[src/rtl/aes_subbytes_col_sequencer_if.sv]
// Bus bundle for aes_subbytes_col_sequencer: state in/out handshakes, busy, and the shared SubBytes column path.
interface aes_subbytes_col_sequencer_if;
    logic         in_valid;
    logic         in_ready;
    logic [127:0] state_in;
    logic         enc_dec_in;
    logic [31:0]  sb_word_out;
    logic         sb_enc_dec;
    logic [31:0]  sb_word_in;
    logic         out_valid;
    logic         out_ready;
    logic [127:0] state_out;
    logic         busy;

    modport master (
        output in_valid, state_in, enc_dec_in, sb_word_in, out_ready,
        input  in_ready, sb_word_out, sb_enc_dec, out_valid, state_out, busy
    );

    modport slave (
        input  in_valid, state_in, enc_dec_in, sb_word_in, out_ready,
        output in_ready, sb_word_out, sb_enc_dec, out_valid, state_out, busy
    );
endinterface

[src/rtl/aes_subbytes_col_sequencer.sv]
// Streams a 128-bit AES state one column per cycle through the shared SubBytes datapath and collects the result.
// Optional macro AES_SEQ_SHIFTROWS_EN applies ShiftRows/InvShiftRows to state_out; otherwise it is the raw result.
module aes_subbytes_col_sequencer (
    input  logic                           clk,
    input  logic                           rst_n,
    aes_subbytes_col_sequencer_if.slave    bus
);

    typedef enum logic [1:0] {
        IDLE = 2'd0,
        SUB  = 2'd1,
        DONE = 2'd2
    } fsm_t;

    fsm_t         fsm_q, fsm_d;
    logic [1:0]   col_q, col_d;
    logic [127:0] state_reg_q, state_reg_d;
    logic [127:0] result_q, result_d;
    logic         mode_q, mode_d;
    logic         in_ready_q, in_ready_d;
    logic         out_valid_q, out_valid_d;
    logic         busy_q, busy_d;
    logic [31:0]  cur_col;
    logic [127:0] shifted;

    always_comb begin
        case (col_q)
            2'd0:    cur_col = state_reg_q[127:96];
            2'd1:    cur_col = state_reg_q[95:64];
            2'd2:    cur_col = state_reg_q[63:32];
            default: cur_col = state_reg_q[31:0];
        endcase
    end

    always_comb begin
        fsm_d       = fsm_q;
        col_d       = col_q;
        state_reg_d = state_reg_q;
        result_d    = result_q;
        mode_d      = mode_q;
        case (fsm_q)
            IDLE: begin
                if (bus.in_valid) begin
                    state_reg_d = bus.state_in;
                    mode_d      = bus.enc_dec_in;
                    col_d       = 2'd0;
                    fsm_d       = SUB;
                end
            end
            SUB: begin
                // sb_word_in is the combinational S-box image of the column presented this cycle
                case (col_q)
                    2'd0:    result_d[127:96] = bus.sb_word_in;
                    2'd1:    result_d[95:64]  = bus.sb_word_in;
                    2'd2:    result_d[63:32]  = bus.sb_word_in;
                    default: result_d[31:0]   = bus.sb_word_in;
                endcase
                col_d = col_q + 2'd1;
                if (col_q == 2'd3) begin
                    fsm_d = DONE;
                end
            end
            DONE: begin
                if (bus.out_ready) begin
                    fsm_d = IDLE;
                end
            end
            default: fsm_d = IDLE;
        endcase
        in_ready_d  = (fsm_d == IDLE);
        out_valid_d = (fsm_d == DONE);
        busy_d      = (fsm_d != IDLE);
    end

    always_ff @(posedge clk or negedge rst_n) begin
        if (!rst_n) begin
            fsm_q       <= IDLE;
            col_q       <= 2'd0;
            state_reg_q <= '0;
            result_q    <= '0;
            mode_q      <= 1'b1;
            in_ready_q  <= 1'b1;
            out_valid_q <= 1'b0;
            busy_q      <= 1'b0;
        end else begin
            fsm_q       <= fsm_d;
            col_q       <= col_d;
            state_reg_q <= state_reg_d;
            result_q    <= result_d;
            mode_q      <= mode_d;
            in_ready_q  <= in_ready_d;
            out_valid_q <= out_valid_d;
            busy_q      <= busy_d;
        end
    end

`ifdef AES_SEQ_SHIFTROWS_EN
    // Row r rotates left by r for encrypt, right by r for decrypt
    always_comb begin
        shifted = '0;
        for (int c = 0; c < 4; c++) begin
            for (int r = 0; r < 4; r++) begin
                if (mode_q) begin
                    shifted[127 - 32*c - 8*r -: 8] = result_q[127 - 32*((c + r) % 4) - 8*r -: 8];
                end else begin
                    shifted[127 - 32*c - 8*r -: 8] = result_q[127 - 32*((c + 4 - r) % 4) - 8*r -: 8];
                end
            end
        end
    end
`else
    assign shifted = result_q;
`endif

    assign bus.in_ready    = in_ready_q;
    assign bus.out_valid   = out_valid_q;
    assign bus.busy        = busy_q;
    assign bus.state_out   = shifted;
    assign bus.sb_word_out = (fsm_q == SUB) ? cur_col : 32'h0;
    assign bus.sb_enc_dec  = mode_q;

endmodule

[src/flat_wrapper.sv]
// flat-port wrapper written by rule: the top's interface ports become plain ports
module aes_subbytes_col_sequencer_flat 
  (clk, rst_n, bus_in_valid, bus_state_in, bus_enc_dec_in, bus_sb_word_in, bus_out_ready, bus_in_ready, bus_sb_word_out, bus_sb_enc_dec, bus_out_valid, bus_state_out, bus_busy);
  aes_subbytes_col_sequencer_if bus_i ();
  input  logic clk;
  input  logic rst_n;
  input wire logic [$bits(bus_i.in_valid)-1:0] bus_in_valid;
  input wire logic [$bits(bus_i.state_in)-1:0] bus_state_in;
  input wire logic [$bits(bus_i.enc_dec_in)-1:0] bus_enc_dec_in;
  input wire logic [$bits(bus_i.sb_word_in)-1:0] bus_sb_word_in;
  input wire logic [$bits(bus_i.out_ready)-1:0] bus_out_ready;
  output wire logic [$bits(bus_i.in_ready)-1:0] bus_in_ready;
  output wire logic [$bits(bus_i.sb_word_out)-1:0] bus_sb_word_out;
  output wire logic [$bits(bus_i.sb_enc_dec)-1:0] bus_sb_enc_dec;
  output wire logic [$bits(bus_i.out_valid)-1:0] bus_out_valid;
  output wire logic [$bits(bus_i.state_out)-1:0] bus_state_out;
  output wire logic [$bits(bus_i.busy)-1:0] bus_busy;
  assign bus_i.in_valid = bus_in_valid;
  assign bus_i.state_in = bus_state_in;
  assign bus_i.enc_dec_in = bus_enc_dec_in;
  assign bus_i.sb_word_in = bus_sb_word_in;
  assign bus_i.out_ready = bus_out_ready;
  assign bus_in_ready = bus_i.in_ready;
  assign bus_sb_word_out = bus_i.sb_word_out;
  assign bus_sb_enc_dec = bus_i.sb_enc_dec;
  assign bus_out_valid = bus_i.out_valid;
  assign bus_state_out = bus_i.state_out;
  assign bus_busy = bus_i.busy;
  aes_subbytes_col_sequencer u_core (.clk(clk), .rst_n(rst_n), .bus(bus_i));
endmodule
[config.mk]
export PLATFORM = sky130hd
export DESIGN_NAME = aes_subbytes_col_sequencer_flat
export DESIGN_NICKNAME = d
export VERILOG_FILES = /design/src/rtl/aes_subbytes_col_sequencer_if.sv /design/src/rtl/aes_subbytes_col_sequencer.sv /design/src/flat_wrapper.sv
export SDC_FILE = /design/constraint.sdc
export NUM_CORES = 1
export LEC_CHECK = 0
export ABC_AREA = 1
export CAP_MARGIN = 5
export CORE_AREA = 2 2 154 156
export CTS_CLUSTER_SIZE = 20
export DETAILED_ROUTE_END_ITERATION = 10
export DIE_AREA = 0 0 156 158
export GPL_ROUTABILITY_DRIVEN = 0
export HOLD_SLACK_MARGIN = 0.03
export PLACE_DENSITY = 0.84
export SYNTH_ARGS = -nofsm -noshare
export SYNTH_HDL_FRONTEND = slang
export SYNTH_SLANG_ARGS = --single-unit
[constraint.sdc]
create_clock -name clk -period 2.67 [get_ports clk]
set_input_delay 0.534 -clock clk [delete_from_list [all_inputs] [get_ports clk]]
set_output_delay 0.534 -clock clk [all_outputs]
set_load 0.1 [all_outputs]
# Word-level counts from Yosys, hierarchy flattened
# Index checks and enable logic that the tools add are counted.
# W data, S select, Z words.
[totals] register_bits=264 latchBits=0 mem_bits_rw=0 romBits=0 in_bits=165 out_inout_bits=164 word_cells=40 mem_count=0
[classes] n_addsub=1 n_mul=0 div_mod_pow=0 n_lt_le_gt_ge=0 eq_ne=7 shifts=0 muxes=8 n_bitwise=1 n_reduce_logical=12
[op_table] cell="$pmux W32 S3" n=1
[op_table] cell="$mux W32" n=1
[op_table] cell="$reduce_and A2 Y1" n=6
[op_table] cell="$eq A2 B2 Y1 const B" n=4
[op_table] cell="$mux W2" n=4
[op_table] cell="$logic_not A2 Y1" n=3
[op_table] cell="$pmux W2 S3" n=1
[op_table] cell="$eq A2 B1 Y1 const B" n=2
[op_table] cell="$pmux W2 S2" n=1
[op_table] cell="$reduce_bool A2 Y1" n=2
[op_table] cell="$reduce_or A3 Y1" n=1
[op_table] cell="$add A2 B1 Y2 const B" n=1
[op_table] cell="$ne A2 B2 Y1 const B" n=1
[op_table] cell="$not A1 Y1" n=1

# Depth between registers and ports, before layout
[depth] ltp_word=4 mapped_depth=8 depth_no_buf=6

# Least setup slack after synthesis
# OpenSTA, ideal clock, no wires.
[synth_path] kind="register to output" startpoint="register u_core.col_q[0]" endpoint="output port bus_sb_word_out[10]" t_arrival_ns=1.953 required_ns=2.136 slack_ns=0.183 stages_incl_launch_ff=9 n_path_buf=2 path_cell_list="dfrtp_1 inv_1 ha_1 clkbuf_1 buf_1 nand2_1 nand3_1 nand2_1 nand2_1"
[synth_between] elab_chain_len=3 elab_cells_between_ends=5 classes_between="2 x eq/ne; 2 x mux; 1 x reduce/logical"
[synth_lines] item="from (decl)" line_no="aes_subbytes_col_sequencer.sv:16" text="logic [1:0] col_q, col_d;"
[synth_lines] item="from (signal assigned)" line_no="aes_subbytes_col_sequencer.sv:87" text="col_q <= col_d;"
[synth_lines] item="$eq A2 B2 Y1 (tied with other cells)" line_no="aes_subbytes_col_sequencer.sv:27" text="case (col_q)"
[synth_lines] item="$pmux W32 S3 (*)" line_no="aes_subbytes_col_sequencer.sv:27"
[synth_lines] item="$mux W32 (*)" line_no="aes_subbytes_col_sequencer.sv:119" text="assign bus.sb_word_out = (fsm_q == SUB) ? cur_col : 32'h0;"
[synth_lines] item="to (decl)" line_no="flat_wrapper.sv:13" text="output wire logic [$bits(bus_i.sb_word_out)-1:0] bus_sb_word_out;"
# Every way passes the cells marked *; elsewhere a longest branch is shown, timed or not.

# Final worst setup path
[layout_path] startpoint="register u_core.col_q[1]" endpoint="output port bus_sb_word_out[3]"
# Same word-level chain as after synthesis.

==> results.md <==
Cells and area:
- The final non-filler cell area is around 16,000 um^2.
- The post-layout instance count excluding filler cells is ~2,000.
- The share of post-route cells with drive strength above 1 is between 15 and 20%.
- Compared with the post-synthesis result, the final layout area differs by 41.5%.
- After the last flow step, the layout net total stands at 1,859.
- The core occupancy in the finished layout is 68.5%.

STA:
- Setup repair after global routing left no endpoint under its margin.
- After layout, the worst path uses 96.5% of the clock period.
- The final-report hold violation count came to 0.
- At the pin with the least slew margin, the transition time is ~0.54 ns.
- Based on the critical path, the design can be clocked at up to between 300 and 400 MHz.
- Counting I/O delays and the setup requirement, the final critical path takes roughly 2.6 ns.
- The worst clock skew is 0.0223 ns.
- The setup total negative slack is 0 ns.
- Measured against its own limit, the worst slew margin works out to approximately 64%.
- The number of slew-limit violations in the final report came to 0.
- Setup violations remaining at the end of the flow were counted as 0.

Critical path:
- At the worst endpoint, the arrival time is roughly 2.0 ns.
- The critical path is of the flop to primary output type.
- The biggest cell delay along the critical path is approximately 0.40 ns.
- The number of cells on the worst reg-to-reg path is 8.
- STA classifies the critical path endpoint as a primary output.
- The cell with the largest stage delay on the worst path is dfrtp_2.
- The startpoint type of the worst setup path is a flop.
- The maximum fanout count along the critical path is 16.
- At the worst endpoint, the required time is 2.14 ns.
- The most repeated library cell on the critical path is nand2_1.
- The signal on the critical path passes through ha_2 -> inv_1 -> nor2_4 -> clkbuf_16 -> nand2_1 -> nand2_1 -> buf_12.

Floorplan:
- In this run the core area contains 56 standard-cell rows.
- In this run the count of I/O pins placed on the die edge is approximately 330.
- The floorplan step set the die width to roughly 160 um.
- The starting density of the core is 48.4%.
- The placeable core region is approximately 23,000 um^2.
- The floorplan die area is between 20,000 and 25,000 um^2.
- Measured along the y axis, the die boundary spans between 150 and 200 um.

Global routing:
- For this run the aggregate overflow at the end of global routing stands at 0.
- The initial antenna violation count came to 1.
- Global routing consumed, over all layers together, a little over a quarter of the routing resources.
- The first global-routing pass estimated around 52 mm of wire.
- Entering global routing, the biggest net connects 130 pins.
- The number of global-route vias before repair is 10,100.

Routing:
- The detail-routed net length per standard cell is between 15 and 20 um.
- In the routed layout, each cell is associated on average with a via count of roughly 5.2.
- For this run, the detailed router's first-pass iteration total came to 5.
- The remaining routing DRC violations is 0.
- The number of vias after detailed routing is 10,400.
- The iteration-0 DRC count of the detailed router is 728.
- After detailed routing, the total wire length is 34.2 mm.
- Once detail routing completed, the nets flagged for antenna violations numbered 0.

Logic synthesis:
- Sequential elements use 59.2% of the synthesized area.
- The post-synthesis area per instance is a little over 8 um^2.
- Synthesis instantiated 16 different standard cells from the library.
- The cell area that synthesis handed to floorplanning was ~11,000 um^2.
- The number of standard cells after synthesis is roughly 1,400.
- The number of warnings reported in the yosys synthesis log is 0.
- The net count of the mapped netlist is ~1,600.
- The register bit count reported by yosys is around 260.

CTS:
- Counting the buffers created by CTS gives 27.
- The clock latency reported for the late side of the worst-skew pair is about 0.54 ns.
- The clock tree from TritonCTS is yes.
- The cell at the root of the clock tree is clkbuf_16.
- Clock-pin slew was measured on the worst setup and hold paths at 0.06 ns.
- For this design, the sink count on the clock tree is 264.
- In this run the number of H-tree levels came out at 1.
- Counting along the longest clock path gives a buffer depth of 3.

Placed design:
- The HPWL after detailed placement is approximately 23 mm.
- The count of buffers from port buffering is approximately 330.
- The instance count after placement with tap cells included is between 1,500 and 2,000.
- The cell area reported after detailed placement is around 15,000 um^2.

Min path:
- The instance count along the most critical hold path is 3.
- The worst min-delay path category is input port to flop.

Status:
- The flow ran to the end, and the final reports show no timing, DRC or antenna violations.

Run:
- The number of max-cap violations is 0.
synthesized netlist by cell type, drive strengths merged:
library cell | number | share of area, %
dfrtp | 262 | 59
inv | 10 | 0.34
o21ai | 4 | 0.18
buf | 65 | 2.8
nand3b | 1 | 0.067
dfstp | 2 | 0.47
nand2 | 847 | 29
ha | 5 | 0.56
nor2 | 8 | 0.47
clkbuf | 19 | 0.64
nand3 | 161 | 7.2
registers in the layout, summed over array words and instances, names as in the netlist:
register / count
u_core.bus.busy: 1
u_core.bus.state_out: 128
u_core.col_q: 2
u_core.bus.sb_enc_dec: 1
u_core.bus.out_valid: 1
u_core.state_reg_q: 128
u_core.fsm_q: 2
u_core.bus.in_ready: 1
worst paths after layout:
kind                                   startpoint                   endpoint  slack [ns]
max reg2reg                       u_core.col_q[0]  u_core.bus.state_out[110]        0.93
max in group asynchronous                   rst_n      u_core.bus.sb_enc_dec        1.39
min in group asynchronous                   rst_n   u_core.bus.state_out[75]        0.51
min reg2reg                u_core.state_reg_q[83]     u_core.state_reg_q[83]        0.47
min                                  bus_in_valid      u_core.state_reg_q[0]        0.35
max                               u_core.col_q[1]         bus_sb_word_out[3]        0.09
per-stage QoR:
step,hold WS [ns],setup slack [ns]
after floorplan,0.238,0.183
after global placement,0.451,0.564
after detailed placement,0.458,0.459
after CTS,0.324,0.00629
after global routing,0.359,0.00308
final,0.348,0.0939
worst max-delay path, delay by kind of cell (launching register included):
family | cells | cell delay, ns
buffers and inverters | 3 | 0.50
and+or+nand+nor | 3 | 0.37
DFF | 1 | 0.40
adders and majority gates | 1 | 0.22
logic make-up (layout without fill, tap and decap cells):
group	after synthesis	count (layout)	synth area share, %
flops	264	264	59.2
compound gates	4	4	0.179
fa+ha+maj	5	5	0.560
simple gates	1017	1017	36.3
other cells	0	1	0
buf+inv	94	418	3.79
layout by cell type (no fill, tap or decap):
master           netlist  layout
nand2_1              846     845
dfrtp_1              262     260
clkdlybuf4s50_1        0     162
nand3_1              161     161
buf_4                  0     149
buf_12                 0      44
clkbuf_16              0      28
clkbuf_8               0       9
inv_1                  9       7
nor2_4                 1       4
o21ai_0                4       4
nor2_2                 6       4
clkbuf_1              19       4
clkinv_2               0       4
inv_2                  1       3
nand2_4                0       2
ha_2                   0       2
ha_4                   0       2
clkinvlp_4             0       2
buf_8                  0       2
dfstp_2                2       2
dfrtp_2                0       2
diode_2                0       1
nand3b_1               1       1
ha_1                   5       1
inv_6                  0       1
bufinv_16              0       1
dlygate4sd3_1          0       1
buf_6                  0       1
area by class of cell:
type                    instances  area [um^2]
flip-flops and latches        264         6610
clock buffers                  40          815
well taps                     290          363
inverters                      10         37.5
repair buffers                360         3700
fillers                      1783         7260
diodes                          1         2.50
clock inverters                 8         73.8
multi-input cells            1026         4190
per-layer routing:
layer  GRT usage [%]  routed length (um)  vias up
met1            32.5               13200     4957
li1                -                   -     4904
met2            46.5               16800      474
met5               0                   0        -
met4            8.21                1010        0
met3            7.42                3260       76
repair_timing:
action	4_1_cts	5_1_grt
cloned	0	1
resized for setup	6	24
endpoints found under the setup margin	32	32
hold buffers	1	0
buffers inserted	0	4
hold endpoints to repair	45	0
Power is left out: the tool's default activity adds up to more than one toggle a clock period on the data nets, which glitch-free logic cannot reach.
